[src/rtl/usb2_crc_pkg.sv]
// +----------------------------------------------------------------------+
// | usb2_crc_pkg : shared CRC5 constants, token field widths, FSM states |
// | Rev 1.0                                                              |
// +----------------------------------------------------------------------+
`default_nettype none

package usb2_crc_pkg;

  localparam logic [4:0] CRC5_POLY  = 5'b00101;
  localparam logic [4:0] RESET_SEED = 5'h1F;
  localparam logic [4:0] RESIDUE    = 5'h0C;

  localparam int ADDR_W = 7;
  localparam int ENDP_W = 4;
  localparam int CRC_W  = 5;

  typedef enum logic [1:0] {
    IDLE    = 2'd0,
    COLLECT = 2'd1,
    DONE    = 2'd2
  } tok_state_e;

endpackage

`default_nettype wire

[src/rtl/usb2_crc5_nibble_step.sv]
// +----------------------------------------------------------------------+
// | usb2_crc5_nibble_step : CRC5 advanced by four bits, nib[0] first     |
// | Rev 1.0                                                              |
// +----------------------------------------------------------------------+
`default_nettype none

module usb2_crc5_nibble_step
  import usb2_crc_pkg::*;
(
  input  logic [4:0] crc_in,
  input  logic [3:0] nib,
  output logic [4:0] crc_out
);

  logic [4:0] w_c;

  always_comb begin
    w_c = crc_in;
    for (int i = 0; i < 4; i++) begin
      w_c = {w_c[3:0], 1'b0} ^ (((nib[i] ^ w_c[4]) == 1'b1) ? CRC5_POLY : 5'b00000);
    end
    crc_out = w_c;
  end

endmodule

`default_nettype wire

[src/rtl/usb2_token_crc5_check.sv]
// +----------------------------------------------------------------------+
// | usb2_token_crc5_check : USB 2.0 token CRC5 receive checker           |
// | Optional error counter: USB2_CRC5_ERRCNT_EN. Rev 1.0                 |
// +----------------------------------------------------------------------+
`default_nettype none

module usb2_token_crc5_check
  import usb2_crc_pkg::*;
(
  input  logic              CLK,
  input  logic              RSTn,
  input  logic              clear,
  input  logic              nib_valid,
  input  logic              nib_sop,
  input  logic [3:0]        nib_in,
  output logic              nib_ready,
  output logic              res_valid,
  input  logic              res_ready,
  output logic [ADDR_W-1:0] res_addr,
  output logic [ENDP_W-1:0] res_endp,
  output logic              res_crc_ok
`ifdef USB2_CRC5_ERRCNT_EN
  ,
  output logic [7:0]        err_cnt
`endif
);

  tok_state_e        state_q;
  logic [4:0]        crc_q;
  logic [1:0]        cnt_q;
  logic [11:0]       data_q;
  logic              nib_ready_q;
  logic              res_valid_q;
  logic [ADDR_W-1:0] res_addr_q;
  logic [ENDP_W-1:0] res_endp_q;
  logic              res_crc_ok_q;

  logic       w_nib_acc;
  logic       w_reseed;
  logic       w_last;
  logic [4:0] w_step_in;
  logic [4:0] crc_d;

  assign w_nib_acc = nib_valid & nib_ready_q;
  // A token start (from IDLE or a mid-token restart) always steps from the seed.
  assign w_reseed  = (state_q == IDLE) | nib_sop;
  assign w_step_in = w_reseed ? RESET_SEED : crc_q;
  assign w_last    = w_nib_acc & (state_q == COLLECT) & ~nib_sop & (cnt_q == 2'd3);

  usb2_crc5_nibble_step u_step (
    .crc_in  (w_step_in),
    .nib     (nib_in),
    .crc_out (crc_d)
  );

  always_ff @(posedge CLK or negedge RSTn) begin
    if (!RSTn) begin
      state_q      <= IDLE;
      crc_q        <= RESET_SEED;
      cnt_q        <= 2'd0;
      data_q       <= 12'h000;
      nib_ready_q  <= 1'b1;
      res_valid_q  <= 1'b0;
      res_addr_q   <= '0;
      res_endp_q   <= '0;
      res_crc_ok_q <= 1'b0;
    end else if (clear) begin
      state_q     <= IDLE;
      crc_q       <= RESET_SEED;
      cnt_q       <= 2'd0;
      nib_ready_q <= 1'b1;
      res_valid_q <= 1'b0;
    end else begin
      case (state_q)
        IDLE: begin
          if (w_nib_acc && nib_sop) begin
            crc_q       <= crc_d;
            data_q[3:0] <= nib_in;
            cnt_q       <= 2'd1;
            state_q     <= COLLECT;
          end
        end
        COLLECT: begin
          if (w_nib_acc && nib_sop) begin
            crc_q       <= crc_d;
            data_q[3:0] <= nib_in;
            cnt_q       <= 2'd1;
          end else if (w_last) begin
            // ADDR and ENDP lie entirely within the first three nibbles.
            crc_q        <= crc_d;
            cnt_q        <= 2'd0;
            state_q      <= DONE;
            nib_ready_q  <= 1'b0;
            res_valid_q  <= 1'b1;
            res_addr_q   <= data_q[6:0];
            res_endp_q   <= data_q[10:7];
            res_crc_ok_q <= (crc_d == RESIDUE);
          end else if (w_nib_acc) begin
            crc_q                     <= crc_d;
            data_q[{cnt_q, 2'b00} +: 4] <= nib_in;
            cnt_q                     <= cnt_q + 2'd1;
          end
        end
        DONE: begin
          if (res_ready) begin
            state_q     <= IDLE;
            crc_q       <= RESET_SEED;
            nib_ready_q <= 1'b1;
            res_valid_q <= 1'b0;
          end
        end
        default: begin
          state_q     <= IDLE;
          nib_ready_q <= 1'b1;
          res_valid_q <= 1'b0;
        end
      endcase
    end
  end

  assign nib_ready  = nib_ready_q;
  assign res_valid  = res_valid_q;
  assign res_addr   = res_addr_q;
  assign res_endp   = res_endp_q;
  assign res_crc_ok = res_crc_ok_q;

`ifdef USB2_CRC5_ERRCNT_EN
  logic [7:0] err_cnt_q;

  always_ff @(posedge CLK or negedge RSTn) begin
    if (!RSTn) begin
      err_cnt_q <= 8'h00;
    end else if (!clear && w_last && (crc_d != RESIDUE) && (err_cnt_q != 8'hFF)) begin
      err_cnt_q <= err_cnt_q + 8'h01;
    end
  end

  assign err_cnt = err_cnt_q;
`endif

endmodule

`default_nettype wire
[config.mk]
export PLATFORM = sky130hd
export DESIGN_NAME = usb2_token_crc5_check
export DESIGN_NICKNAME = d
export VERILOG_FILES = /design/src/rtl/usb2_crc_pkg.sv /design/src/rtl/usb2_crc5_nibble_step.sv /design/src/rtl/usb2_token_crc5_check.sv
export SDC_FILE = /design/constraint.sdc
export NUM_CORES = 1
export LEC_CHECK = 0
export BUFFER_PORTS_ARGS = -buffer_cell sky130_fd_sc_hd__buf_2
export CAP_MARGIN = 10
export CORE_MARGIN = 5
export CORE_UTILIZATION = 54
export CTS_BUF_LIST = sky130_fd_sc_hd__clkbuf_8
export DETAILED_ROUTE_END_ITERATION = 8
export PLACE_DENSITY = 0.77
export SLEW_MARGIN = 20
export SYNTH_ARGS = -nofsm -noshare
export SYNTH_HDL_FRONTEND = slang
export SYNTH_HIERARCHICAL = 1
export SYNTH_SLANG_ARGS = --single-unit
[constraint.sdc]
create_clock -name CLK -period 2.6 [get_ports CLK]
set_clock_uncertainty 0.05 [all_clocks]
set_input_delay 0.52 -clock CLK [delete_from_list [all_inputs] [get_ports CLK]]
set_output_delay 0.52 -clock CLK [all_outputs]
set_load 0.05 [all_outputs]
=== Word level (Yosys, flattened, before mapping) ===
Index checks and enable logic that the tools add are counted.

* Equal/unequal tests: 13
* Multiply operators: 0
* Shift-type cells: 2
* Divide/modulo/power cells: 0
* Bitwise logic cells: 17
* Order comparisons: 0
* Multiplexer cells: 39
* $add $sub $neg: 2
* Reduce and logical (&&, ||, !) cells: 12

{| class="wikitable"
|+ Operator list
! cell !! count
|-
| 2-to-1 mux 5 bit || 7
|-
| 2-to-1 mux 2 bit || 9
|-
| 2-to-1 mux 4 bit || 4
|-
| AND reduction 4 bit || 4
|-
| case mux 5 bit (3 select lines) || 1
|-
| bitwise XOR 5 bit || 3
|-
| bitwise mux 12 bit || 1
|-
| 2-to-1 mux 3 bit || 4
|-
| variable shift 4 x 6 -> 12 bit, first input constant || 1
|-
| indexed part select 4 x 6 -> 12 bit || 1
|-
| AND reduction 5 bit || 2
|-
| != test 3 x 2 -> 1 bit, second input constant || 3
|-
| != test 3 bit, second input constant || 3
|-
| 2-to-1 mux 1 bit || 8
|-
| case mux 4 bit (2 select lines) || 1
|-
| negation 4 -> 6 bit || 1
|-
| case mux 1 bit (3 select lines) || 2
|-
| case mux 2 bit (3 select lines) || 1
|-
| == test 5 x 4 -> 1 bit, second input constant || 1
|-
| != test 5 x 4 -> 1 bit, second input constant || 1
|-
| bitwise XOR 5 x 3 -> 5 bit || 1
|-
| AND 1 bit || 4
|-
| == test 2 bit, second input constant || 2
|-
| NOT 1 bit || 4
|-
| other kinds (13) || 16
|}

* Logic and storage cells: 95
* Memory bits (writable): 0
* Bits in latches: 0
* Memories kept: 0
* Bits in read-only memories: 0
* Flip-flop bits (word level): 35

=== Longest topological paths before layout ===
* Depth after elaboration: 20
* Gate-level depth with buffers: 8
* Mapped depth without buffers: 7

=== Modules after synthesis ===
The synthesis kept the hierarchy.

{| class="wikitable"
|+ Modules (own cells, without submodules)
! module !! area an instance (µm²) !! cells each !! seq. area each (µm²) !! times used
|-
| usb2_token_crc5_check || 1,751.7 || 174 || 858.3 || 1
|-
| usb2_crc5_nibble_step || 91.3 || 8 || 0.0 || 1
|}

=== Worst setup path after synthesis ===
Ideal clock, no wire load.

* Path kind: reg-to-reg
* Start point: register state_q[0]
* End point: register res_crc_ok_q, in the netlist res_crc_ok
* Setup slack: 0.171 ns
* Arrival: 2.283 ns
* Data required time: 2.454 ns
* Stages on the path, launching flop included: 9
* Path through: dfrtp_1 -> inv_1 -> ha_1 -> buf_2 -> or3_1 -> xnor2_2 -> xnor3_1 -> or4bb_1 -> o31ai_1

* Cells in the longest elaborated chain, start to end: 12
* Elaborated cells between the ends (all ways): 21
* Classes of those cells: 2 x eq/ne; 5 x mux; 12 x bitwise; 2 x reduce/logical

{| class="wikitable"
|+ Ends and longest elaborated chain
! item !! line !! source
|-
| start: declaration || usb2_token_crc5_check.sv:28 || <nowiki>tok_state_e state_q;</nowiki>
|-
| start signal: assignment || usb2_token_crc5_check.sv:58 || <nowiki>state_q <= IDLE;</nowiki>
|-
| start signal: assignment || usb2_token_crc5_check.sv:68 || <nowiki>state_q <= IDLE;</nowiki>
|-
| start signal: assignment || usb2_token_crc5_check.sv:80 || <nowiki>state_q <= COLLECT;</nowiki>
|-
| zero test 2 bit || usb2_token_crc5_check.sv:46 || <nowiki>assign w_reseed = (state_q == IDLE) | nib_sop;</nowiki>
|-
| bitwise OR 1 bit || usb2_token_crc5_check.sv:46 ||
|-
| 2-to-1 mux 5 bit || usb2_token_crc5_check.sv:47 || <nowiki>assign w_step_in = w_reseed ? RESET_SEED : crc_q;</nowiki>
|-
| via w_step_in[4] || usb2_token_crc5_check.sv:41 || <nowiki>logic [4:0] w_step_in;</nowiki>
|-
| bitwise XOR 1 bit || usb2_crc5_nibble_step.sv:20 || <nowiki>w_c = {w_c[3:0], 1'b0} ^ (((nib[i] ^ w_c[4]) == 1'b1) ? CRC5_POLY : 5'b00000);</nowiki>
|-
| 2-to-1 mux 3 bit || usb2_crc5_nibble_step.sv:20 ||
|-
| bitwise XOR 5 bit (3 in a row) || usb2_crc5_nibble_step.sv:20 ||
|-
| bitwise XOR 1 bit || usb2_crc5_nibble_step.sv:20 ||
|-
| 2-to-1 mux 3 bit || usb2_crc5_nibble_step.sv:20 ||
|-
| bitwise XOR 5 x 3 -> 5 bit || usb2_crc5_nibble_step.sv:20 ||
|-
| via crc_d[2] || usb2_token_crc5_check.sv:42 || <nowiki>logic [4:0] crc_d;</nowiki>
|-
| == test 5 x 4 -> 1 bit || usb2_token_crc5_check.sv:97 || <nowiki>res_crc_ok_q <= (crc_d == RESIDUE);</nowiki>
|-
| end signal: assignment || usb2_token_crc5_check.sv:97 ||
|-
| end: declaration || usb2_token_crc5_check.sv:36 || <nowiki>logic res_crc_ok_q;</nowiki>
|}

The timed path passes the listed nets, and every way through them passes these cells.
A chain may end at the register's enable or synchronous reset.

=== Final worst setup path ===
Same ends and word-level chain as after synthesis.

==> results.md <==
* DRT antenna net count at 0
* Post-CTS sizing at 0
* Layout area overhead at 15.0%
* LEAKAGE at between 0.0009 and 0.001 uW
* Postcts setup bufs at 0
* Detailed Place HPWL at 2.69 mm
* Peak VDD IR at 0.472 mV
* Most frequent cells in the layout: nand2_1, dfrtp_1, buf_2
* Drt first-iter violations at 71
* Post-synthesis register bit count at 34
* Reg2Reg Setup Slack at 0.19 ns
* Vias per inst at about 5.3
* Synth top area share at approximately two fifths
* CP max FO at 6
* Period Utilization, post-route at approximately 93%
* Synthesized net count at roughly 200
* Starting Density at 55.7%
* CP Data Required Time at between 2 and 3 ns
* Die Height at a little under 70 um
* Synth Area per Inst at 10.1 sq um
* Die area at 4680 sq um
* Cell Rows at 21
* ANT cells at 0
* Final WL at 3.49 mm
* Largest net degree at the start of global routing at 35
* Unrepaired setup endpoints after global routing: false
* Pre-CTS setup slack at about 0.2 ns
* GP Congestion at 0.807
* Clock-pin slew on the worst setup and hold paths at 0.07 ns
* Leading area contributor after synthesis: dfrtp_1
* Post-route DRC at 0
* First-pass DRT Iterations at 4
* # H-tree levels at 2
* Vias in the first global route at 1353
* Die Wd at 68.4 um
* Setup violators final at 0
* CP Capture Type: flop
* Worst slew pin tran at a little over 0.7 ns
* Clock buffer depth at 2
* Final Critical Period at 2.41 ns
* Synth cell types at 39
* Worst slew margin at 51.9%
* IO buf count at 23
* Num CTS Buffers at 5
* Gr usage total at 17.7%
* Worst r2r dst: res_crc_ok$_DFFE_PN0P_
* Worst-case reg-to-reg path depth at 7
* CTS Hold Buffers Added at 0
* Layout cells sized above 1 at 22.0%
* Clk root buf: clkbuf_8
* Synthesis warning total at 6
* Post-synthesis sequential area ratio at 46.6%
* Core area at around 3300 sq um
* Outcome: complete, no violations
* Final Hold Vio Count at 0
* Clock sink count at 34
* CTS tree: yes
* IO Pins at 24
* MaxCap Viol Count at 0
* Worst setup SP type: flop
* Top cells by area, synth: dfrtp_1, dfstp_2, mux2i_1, ha_1, nand2_1
* Final WS setup at 0.188 ns
* Routed length per placed instance at 13.7 um
* Max-slew violations at 0
* Final #Nets at 227
* Remaining global-route overflow at 0
* Setup TNS at 0 ns
* Kind of critical path: reg2reg
* P per Cell Area at 1080 nW/um^2
* Post-Syn Instances at ~180
* Worst-Skew Late Latency at 0.29 ns
* CP arrival at 2.56 ns
* First-pass GRT wire length at 6.03 mm
* Vias at 1355
* FMAX at 415 MHz
* Initial antenna violation count at 0
* Critical R2R Launch: state_q[0]$_DFFE_PN0P_
* Synthesized area at roughly 1800 sq um
* Worst hold path class: in2async
-- sequential cells by signal, summed over array words and instances, names as in the netlist --
| signal | flops |
|---|---|
| data_q | 11 |
| res_addr | 7 |
| crc_q | 5 |
| res_endp | 4 |
| cnt_q | 2 |
| state_q | 2 |
| nib_ready | 1 |
| res_crc_ok | 1 |
| res_valid | 1 |
-- power breakdown --
part / leakage (uW) / total [uW] / internal, uW / switching [uW]
Combinational: 0.000529 / 994 / 344 / 650
Sequential: 0.000415 / 818 / 728 / 90.2
Clock: 0.0000504 / 486 / 285 / 201
Total: 0.000995 / 2300 / 1360 / 941
-- kinds of logic after synthesis --
group                    share of synthesized area (%)
AO/OA/AOI/OAI                                     9.84
XOR/XNOR                                          4.96
adder cells (fa/ha/maj)                           6.11
buffers and inverters                             5.23
flip-flops                                        46.6
multiplexers                                      8.76
AND/OR/NAND/NOR                                   18.5
-- cell type report --
class,instances,area [sq um]
clock inverters,3,45.0
clock buffers,5,68.8
inverters,17,63.8
well taps,46,57.6
multi-input cells,124,888
flip-flops and latches,34,858
fillers,312,1190
repair buffers,26,138
-- through the flow --
| stage | hold WS (ns) | area, sq um | power (uW) | util [%] | instances |
|---|---|---|---|---|---|
| 2_1_floorplan | 0.174 | 1840 | 1580 | - | 182 |
| 3_3_place_gp | 0.406 | 2010 | 1770 | 60.6 | 247 |
| 3_5_place_dp | 0.416 | 2010 | 1820 | 60.6 | 247 |
| 4_1_cts | 0.251 | 2120 | 2310 | 64.0 | 255 |
| 5_1_grt | 0.308 | 2120 | 2460 | 64.0 | 255 |
| 6_report | 0.234 | 2120 | 2300 | 64.0 | 255 |
-- routing by layer --
layer	GRT usage, %	up-vias	share of wire [%]	wire length [um]
li1	-	671	-	-
met1	20.9	646	44	1550
met2	30.0	31	49	1700
met3	5.25	7	5.2	180
met4	6.70	0	1.6	57
met5	0	-	0	0
-- cell usage after synthesis --
cell	n
o2bb2ai_1	1
mux2_2	1
o21ai_0	15
nor2_1	8
nor4_1	6
xnor2_2	1
or3_1	5
nand3_1	3
a31o_4	1
xnor2_1	4
nor3_2	1
nand2_1	28
o31ai_1	2
clkbuf_1	2
dfstp_2	6
dfrtp_1	28
inv_1	17
buf_2	5
a21oi_1	1
or4bb_1	1
o21a_1	1
nor2b_1	1
nand4_1	1
ha_1	9
and3b_4	1
mux2i_1	15
and4b_1	1
a21o_1	2
nand2b_1	1
and2_1	2
nor4_4	1
o21ai_1	2
o311ai_0	1
xor2_1	2
o32a_1	1
nand4bb_1	1
a2bb2oi_1	1
nor3b_1	2
xnor3_1	1
-- worst max-delay path by stage --
| stage | from | endpoint | depth (start not counted) |
|---|---|---|---|
| global route | state_q[0]$_DFFE_PN0P_ | res_crc_ok$_DFFE_PN0P_ | 7 |
| CTS | state_q[0]$_DFFE_PN0P_ | res_crc_ok$_DFFE_PN0P_ | 7 |
| finish | state_q[0]$_DFFE_PN0P_ | res_crc_ok$_DFFE_PN0P_ | 7 |
| global placement | state_q[0]$_DFFE_PN0P_ | res_crc_ok$_DFFE_PN0P_ | 7 |
| detailed placement | state_q[0]$_DFFE_PN0P_ | res_crc_ok$_DFFE_PN0P_ | 7 |
| floorplan | state_q[0]$_DFFE_PN0P_ | res_crc_ok$_DFFE_PN0P_ | 8 |
-- worst max-delay path, stage by stage, from the launching register on --
cell and delay (ns):
dfrtp_1 0.35, inv_1 0.09, ha_1 0.27, or3_1 0.41
xnor2_2 0.19, xnor3_1 0.39, or4bb_1 0.40, o31ai_1 0.19
(Power assumes the default switching activity.)
